### src/rtl/macc_pipe.sv
// macc_pipe: pipelined multiply-accumulate with carry-in, per-beat load or accumulate,
// a clock enable that freezes every register, and a sticky overflow flag.
module macc_pipe #(
  parameter int A_WIDTH    = 25,
  parameter int B_WIDTH    = 18,
  parameter int P_WIDTH    = 48,
  parameter bit SIGNED     = 1'b0,
  parameter int MUL_STAGES = 1
) (
  input  logic               CLK,
  input  logic               RST,
  input  logic               CE,
  input  logic               IN_VALID,
  input  logic [A_WIDTH-1:0] A,
  input  logic [B_WIDTH-1:0] B,
  input  logic               CARRYIN,
  input  logic               ACC,
  output logic [P_WIDTH-1:0] P,
  output logic               OUT_VALID,
  output logic               OVF
);
  localparam int M_WIDTH = A_WIDTH + B_WIDTH;

  if (M_WIDTH > P_WIDTH) begin : g_bad_width
    $error("macc_pipe: A_WIDTH+B_WIDTH must not exceed P_WIDTH");
  end
  if (MUL_STAGES < 1 || MUL_STAGES > 4) begin : g_bad_stages
    $error("macc_pipe: MUL_STAGES must be in 1..4");
  end

  logic [A_WIDTH-1:0] a_q;
  logic [B_WIDTH-1:0] b_q;
  logic               in_vld_q;
  logic               in_cin_q;
  logic               in_acc_q;

  always_ff @(posedge CLK) begin
    if (!RST) begin
      a_q      <= '0;
      b_q      <= '0;
      in_vld_q <= 1'b0;
      in_cin_q <= 1'b0;
      in_acc_q <= 1'b0;
    end else if (CE) begin
      a_q      <= A;
      b_q      <= B;
      in_vld_q <= IN_VALID;
      in_cin_q <= CARRYIN;
      in_acc_q <= ACC;
    end
  end

  // Low M_WIDTH bits of the product of extended operands are exact for either signedness.
  logic [M_WIDTH-1:0] a_ext;
  logic [M_WIDTH-1:0] b_ext;
  logic [M_WIDTH-1:0] prod_full;
  logic [P_WIDTH-1:0] prod_ext;

  assign a_ext     = {{B_WIDTH{SIGNED & a_q[A_WIDTH-1]}}, a_q};
  assign b_ext     = {{A_WIDTH{SIGNED & b_q[B_WIDTH-1]}}, b_q};
  assign prod_full = a_ext * b_ext;
  assign prod_ext  = SIGNED ? P_WIDTH'($signed(prod_full)) : P_WIDTH'(prod_full);

  for (genvar gi = 0; gi < MUL_STAGES; gi++) begin : g_stage
    logic [P_WIDTH-1:0] prod_d;
    logic               vld_d;
    logic               cin_d;
    logic               acc_d;
    logic [P_WIDTH-1:0] prod_q;
    logic               vld_q;
    logic               cin_q;
    logic               acc_q;

    if (gi == 0) begin : g_first
      assign prod_d = prod_ext;
      assign vld_d  = in_vld_q;
      assign cin_d  = in_cin_q;
      assign acc_d  = in_acc_q;
    end else begin : g_chain
      assign prod_d = g_stage[gi-1].prod_q;
      assign vld_d  = g_stage[gi-1].vld_q;
      assign cin_d  = g_stage[gi-1].cin_q;
      assign acc_d  = g_stage[gi-1].acc_q;
    end

    always_ff @(posedge CLK) begin
      if (!RST) begin
        prod_q <= '0;
        vld_q  <= 1'b0;
        cin_q  <= 1'b0;
        acc_q  <= 1'b0;
      end else if (CE) begin
        prod_q <= prod_d;
        vld_q  <= vld_d;
        cin_q  <= cin_d;
        acc_q  <= acc_d;
      end
    end
  end

  logic [P_WIDTH-1:0] last_prod;
  logic               last_vld;
  logic               last_cin;
  logic               last_acc;

  assign last_prod = g_stage[MUL_STAGES-1].prod_q;
  assign last_vld  = g_stage[MUL_STAGES-1].vld_q;
  assign last_cin  = g_stage[MUL_STAGES-1].cin_q;
  assign last_acc  = g_stage[MUL_STAGES-1].acc_q;

  logic [P_WIDTH-1:0] p_q;
  logic [P_WIDTH-1:0] p_d;
  logic               ovf_q;
  logic               ovf_d;
  logic               out_vld_q;
  logic               out_vld_d;
  logic [P_WIDTH:0]   acc_sum;
  logic               ovf_beat;

  // One extra bit: carry for unsigned, a guard sign bit for signed.
  assign acc_sum  = {SIGNED & p_q[P_WIDTH-1], p_q}
                  + {SIGNED & last_prod[P_WIDTH-1], last_prod}
                  + (P_WIDTH+1)'(last_cin);
  assign ovf_beat = SIGNED ? (acc_sum[P_WIDTH] ^ acc_sum[P_WIDTH-1]) : acc_sum[P_WIDTH];

  always_comb begin
    p_d       = p_q;
    ovf_d     = ovf_q;
    out_vld_d = 1'b0;
    if (last_vld) begin
      out_vld_d = 1'b1;
      if (last_acc) begin
        p_d   = acc_sum[P_WIDTH-1:0];
        ovf_d = ovf_q | ovf_beat;
      end else begin
        p_d   = last_prod + P_WIDTH'(last_cin);
        ovf_d = 1'b0;
      end
    end
  end

  always_ff @(posedge CLK) begin
    if (!RST) begin
      p_q       <= '0;
      ovf_q     <= 1'b0;
      out_vld_q <= 1'b0;
    end else if (CE) begin
      p_q       <= p_d;
      ovf_q     <= ovf_d;
      out_vld_q <= out_vld_d;
    end
  end

  assign P         = p_q;
  assign OVF       = ovf_q;
  assign OUT_VALID = out_vld_q;
endmodule

### config.mk
export PLATFORM = sky130hd
export DESIGN_NAME = macc_pipe
export DESIGN_NICKNAME = d
export VERILOG_FILES = /design/src/rtl/macc_pipe.sv
export SDC_FILE = /design/constraint.sdc
export NUM_CORES = 1
export LEC_CHECK = 0
export ABC_AREA = 1
export BUFFER_PORTS_ARGS = -buffer_cell sky130_fd_sc_hd__buf_2
export CAP_MARGIN = 20
export CORE_ASPECT_RATIO = 0.75
export CORE_MARGIN = 1
export CORE_UTILIZATION = 40
export DETAILED_ROUTE_END_ITERATION = 7
export MAX_ROUTING_LAYER = met4
export SYNTH_ARGS = -nofsm -noshare
export SYNTH_HDL_FRONTEND = slang
export SYNTH_SLANG_ARGS = --single-unit
### constraint.sdc
create_clock -name CLK -period 9.8 [get_ports CLK]
set_clock_uncertainty 0.05 [all_clocks]
set_input_delay 2.94 -clock CLK [delete_from_list [all_inputs] [get_ports CLK]]
set_output_delay 2.94 -clock CLK [all_outputs]
set_load 0.005 [all_outputs]
==> results of run 1 <==
## cells in the final DEF (no fill, tap or decap), types with 2 or more instances in the layout
| master | n |
|---|---|
| a21o_1 | 6 |
| a21oi_1 | 189 |
| a21oi_2 | 2 |
| a31oi_1 | 11 |
| and2_1 | 3 |
| buf_16 | 2 |
| buf_2 | 98 |
| buf_4 | 30 |
| bufinv_16 | 4 |
| clkbuf_16 | 17 |
| clkbuf_8 | 3 |
| clkinv_1 | 2 |
| clkinv_2 | 2 |
| clkinv_4 | 2 |
| dfxtp_1 | 142 |
| fa_1 | 370 |
| ha_1 | 161 |
| inv_1 | 895 |
| inv_2 | 8 |
| nand2_1 | 1082 |
| nand2_2 | 7 |
| nand3_1 | 147 |
| nand3_2 | 6 |
| nand3b_1 | 6 |
| nand4_1 | 25 |
| nor2_1 | 290 |
| nor2_2 | 15 |
| nor2_4 | 6 |
| nor3_1 | 25 |
| nor3_2 | 2 |
| nor4_1 | 2 |
| o21a_1 | 2 |
| o21ai_0 | 165 |
| o21ai_1 | 2 |
| o21bai_1 | 9 |
| o221ai_1 | 5 |
| xnor2_1 | 10 |
| xor2_1 | 39 |
## critical path, delay by kind of cell (launching register included)
family,cells,cell delay [ps]
fa+ha+maj,7,3480
simple gates,11,1610
flops,1,1010
buf+inv,4,190
## sequential cells by signal, indices dropped and copies added, names as in the netlist
name / flops
a_q: 25
g_stage.prod_q: 43
b_q: 18
g_stage.cin_d: 1
g_stage.cin_q: 1
g_stage.acc_q: 1
g_stage.acc_d: 1
OUT_VALID: 1
g_stage.vld_d: 1
OVF: 1
g_stage.vld_q: 1
P: 48
## logic make-up after synthesis
| kind of cell | share of synthesized area [%] |
|---|---|
| DFF | 11.2 |
| AOI/OAI and AO/OA | 8.15 |
| and+or+nand+nor | 26.0 |
| adders and majority gates | 37.2 |
| xor gates and xnor gates | 1.69 |
| buffers and inverters | 15.7 |
## per-layer routing
layer  vias up  wire (microns)  global-route usage [%]
li1      11200               -                       -
met1     11200           39800                    39.1
met2       720           33800                    39.1
met3        56            6320                    4.44
met4         0            1040                    6.30
met5         -               0                       -
## synthesized netlist by cell type, types with 25 or more instances
cell type  number  share of area, %
a21oi_1       189               3.7
clkbuf_1      125               1.9
ha_1          161               7.9
o21ai_0       165               3.3
nand4_1        25              0.62
nand3_1       147               2.9
nor3_1         25              0.49
xor2_1         39               1.3
fa_1          370                29
nand2_1      1082                16
dfxtp_1       142                11
nor2_1        290               4.3
inv_1         896                13
buf_1          29              0.43
## through the flow
step	setup slack [ps]	util (%)	area, sq um
final	3350	43.6	27200
after global routing	3090	43.6	27200
after CTS	3320	43.6	27200
after detailed placement	3330	42.5	26500
after global placement	3410	42.5	26500
after floorplan	4260	-	25300
## worst paths after layout
path | start | endpoint | slack, ps | cells after the start
hold reg to reg | OVF | OVF | 430 | 2
setup / recovery | a_q[13] | g_stage[0].prod_q[39] | 3350 | 22
hold / removal | OVF | OVF | 430 | 2
setup reg to reg | a_q[13] | g_stage[0].prod_q[39] | 3350 | 22
## power breakdown
group          switching (uW)  leakage [uW]  internal (uW)
clock                     301      0.000306            444
combinational            1170        0.0141            628
sequential                134       0.00117            640
## area by class of cell
class	instances	area, sq um
multi-input combinational	2595	18500
tap	850	1060
fill	6667	35200
inverter	906	3400
timing repair buffer	130	771
clock inverter	9	159
clock buffer	21	470
sequential	142	2840
antenna	1	2.50
==> flow_summary.yaml, run 1 <==
cts:
  post_cts_resized: 0
  cts.sinks: 142
  clockBufferDepth: 2
  htreeDepth: 4
  cts_tree: "yes"
  cts_root_buf: "clkbuf_16"
  clkTransAtPathRegs_ps: 70
  holdBufCountCts: 0
  cts_buffers: 17
  clk-insertion-delay-late_ps: 490
  postCtsSetupRepairBufs: 0
global_route:
  grt_overflow: 0
  antenna_found_initial: 1
  gr-usage-all-layers_pct: 27.0
  grt_pass1_wl_microns: 129000
  grt_max_degree: 82
  grt_pass1_vias: 22500
pwr:
  irDropWorstVdd_mv: 0.107
  p_leak_uw: 0.0156
  p_per_area_nw_per_um2: 122
  finalPower_uw: 3320
timing:
  rsz0062_at_grt: "no"
  hold_viol_final: 0
  slew_viol_final: 0
  worst_pin_slew_ps: 1070
  maxSlewHeadroom_pct: 28.3
  setup_viol: 0
  timing.final.crit_share_pct: 65.8
  hold-worst-slack_ps: 426
  fin_crit_ps: 6450
  clock.fmax_mhz: 155
  fin_tns_setup_ps: 0
job:
  max_cap_violations: 0
critical_path:
  path_class: "reg2reg"
  cp_max_fo: 19
  cpMaxStageDelayCell: "dfxtp_1"
  startpoint_type: "flop"
  path_cells: "nand2_1 > fa_1 > inv_1 > fa_1 > fa_1 > fa_1 > fa_1 > inv_1 > fa_1 > inv_1 > ha_1 > nand2_1 > nor2_1 > nand2_1 > nor2_1 > nand2_1 > nand3_1 > nand2_1 > nand3_1 > nand3_1 > nand2_1 > inv_1"
  arrival_ps: 6790
  slowest_delay_ps: 1010
  end_kind: "flop"
  required_ps: 10150
floorplanning:
  num_rows: 79
  die_h_microns: 220
  start_util_pct: 40.6
  dieArea_sq_um: 64400
  core_area_sq_um: 62400
  die_w_microns: 293
  num_io_pins: 99
synth:
  synth_edf_count: 0
  ys_warn_count: 0
  ys_seq_area_share_pct: 11.2
  syn_area_sq_um: 25300
  ys_types: 41
  postSynthNetCount: 4379
  synthCells: 3799
  syn_area_per_cell_sq_um: 6.67
  synth-seq-cells: 142
  ys_async_sr_fraction_pct: 0
  synth_ff_type: "dfxtp_1"
min_path:
  min_path_type: "reg2reg"
detailed_routing:
  firstDrtPassIters: 6
  vias_per_cell: 4.99
  ant_nets: 0
  drc: 0
  detail_route.wl_per_cell_microns: 17.4
  routed_wl_microns: 81000
  drt_iter0_drc: 2105
  via_count: 23200
cells_and_area:
  layout-drive-gt1-share_pct: 5.55
  syn_to_final_growth_pct: 7.42
  final_cells: 4654
  nets: 4372
placement:
  placedCellCount: 4621
  portBuffers: 98
  dp_hpwl_microns: 64400
  gp_congestion: 1.01
status:
  outcome: "complete, no violations"
No activity file was read; power rests on OpenSTA's default activity.
==> run 2, diff against run 1 <==
==> constraint.sdc (replaced) <==
create_clock -name CLK -period 6.5 [get_ports CLK]
set_clock_uncertainty 0.05 [all_clocks]
set_input_delay 1.95 -clock CLK [delete_from_list [all_inputs] [get_ports CLK]]
set_output_delay 1.95 -clock CLK [all_outputs]
set_load 0.005 [all_outputs]
==> run 2 against run 1 <==
Utilization rose by 0.41 points. Global-route usage hardly changed. Clock power rose by 47%. Critical path type unchanged. Critical endpoint unchanged. Largest cell class unchanged. Largest power group unchanged.
==> flow_summary.yaml, run 2 (synthesis gave the netlist of run 1 again) <==
placement:
  gp_congestion: 0.983
  dp_hpwl_microns: 66600
  portBuffers: 98
  place_area_sq_um: 26900
timing:
  slew_viol_final: 0
  fin_tns_setup_ps: 0
  timing.final.crit_share_pct: 95.1
  clock.fmax_mhz: 162
  maxSlewHeadroom_pct: 26.6
  hold_viol_final: 0
  worst_pin_slew_ps: 1100
  rsz0062_at_grt: "no"
  setup_viol: 0
  fin_crit_ps: 6180
detailed_routing:
  vias_per_cell: 4.94
  drt_iter0_drc: 1883
  drc: 0
  via_count: 23200
  ant_nets: 0
  routed_wl_microns: 80300
  firstDrtPassIters: 6
  detail_route.wl_per_cell_microns: 17.1
floorplanning:
  num_rows: 79
  num_io_pins: 99
  core_area_sq_um: 62400
  die_w_microns: 293
  dieArea_sq_um: 64400
  die_h_microns: 220
  start_util_pct: 40.6
cells_and_area:
  layout-drive-gt1-share_pct: 6.73
  largest_register_ffs: 48
  final_common_cell: "nand2_1"
  nets: 4414
  n_fill_cell: 6606
  mostFrequentLayoutCells: "nand2_1 (1082), inv_1 (895), fa_1 (370)"
  final_area_sq_um: 27500
  syn_to_final_growth_pct: 8.42
cts:
  cts.sinks: 142
  cts_tree: "yes"
  clkTransAtPathRegs_ps: 80
  holdBufCountCts: 0
  htreeDepth: 4
  clockBufferDepth: 2
  cts_root_buf: "clkbuf_16"
  cts_buffers: 17
  clk-insertion-delay-late_ps: 510
global_route:
  grt_pass1_wl_microns: 129000
  gr-usage-all-layers_pct: 27.0
  grt_pass1_vias: 22300
  grt_max_degree: 103
  antenna_found_initial: 1
  grt_overflow: 0
critical_path:
  path_class: "reg2reg"
  required_ps: 6860
  cp_max_fo: 14
  startpoint_type: "flop"
  end_kind: "flop"
  arrival_ps: 6540
status:
  outcome: "complete, no violations"
min_path:
  min_path_type: "reg2reg"
job:
  max_cap_violations: 0
pwr:
  irDropWorstVdd_mv: 0.254
  p_per_area_nw_per_um2: 180
  p_leak_uw: 0.0158
-- run 2: cell types whose count changed in the layout (fill, tap and decap cells not counted) --
cell	delta
dfxtp_2	+5
buf_16	-2
inv_6	+3
clkinv_2	+1
buf_4	+43
clkbuf_8	-1
buf_12	+1
bufinv_16	-2
clkbuf_1	+1
dfxtp_1	-5
-- run 2: worst max-delay path, stage by stage, from the launching register on --
cell and delay [ps]:
dfxtp_1 800, nand2_1 170, fa_1 570, inv_1 50, fa_1 460, fa_1 540
fa_1 540, fa_1 550, inv_1 50, fa_1 520, inv_1 40, ha_1 360
nand2_1 120, nor2_1 330, nand2_1 100, nor2_1 100, nand2_1 80, nand3_1 210
nand2_1 120, nand3_1 80, nand3_1 80, nand2_1 90, inv_1 50
-- run 2: through the flow --
step	std cells	hold WS, ps	setup WS (ps)	util (%)	power, uW
finish	4698	432	318	44.1	4960
global route	4698	458	10.5	44.1	5420
CTS	4697	439	302	44.0	4990
detailed placement	4665	421	322	43.1	3870
global placement	4665	415	361	43.1	3870
floorplan	3799	399	955	-	3040
-- run 2: final timing paths --
path                                               to   start  slack [ps]  depth (start not counted)
worst max-delay path            g_stage[0].prod_q[39]  a_q[6]         320                         22
worst min register to register                    OVF     OVF         430                          2
worst max register to register  g_stage[0].prod_q[39]  a_q[6]         320                         22
worst min-delay path                              OVF     OVF         430                          2
-- run 2: area by class of cell --
cell class              instances  area, sq um  share of cell area, %
inverters                     906         3400                   12.4
well taps                     850         1060                   3.87
flip-flops and latches        142         2850                   10.4
clock buffers                  21          460                   1.68
clock inverters                11          130                  0.474
multi-input cells            2595        18500                   67.4
diodes                          1         2.50                0.00911
repair buffers                172         1060                   3.85
-- run 2: where the power goes --
part,switching (uW),internal (uW)
Clock,505,589
Sequential,193,964
Combinational,1740,966
-- run 2: what timing repair did --
item	4_1_cts	5_1_grt
endpoints found under the setup margin	0	10
gates resized for setup	0	5
buffers inserted	0	0
-- run 2: per-layer routing --
metal | share of wire, % | wire (microns) | GRT usage, % | up-vias
li1 | - | - | - | 11300
met1 | 51 | 40900 | 40.4 | 11100
met2 | 41 | 32800 | 38.4 | 721
met3 | 6.9 | 5580 | 3.98 | 52
met4 | 1.2 | 926 | 4.92 | 0
met5 | 0 | 0 | - | -
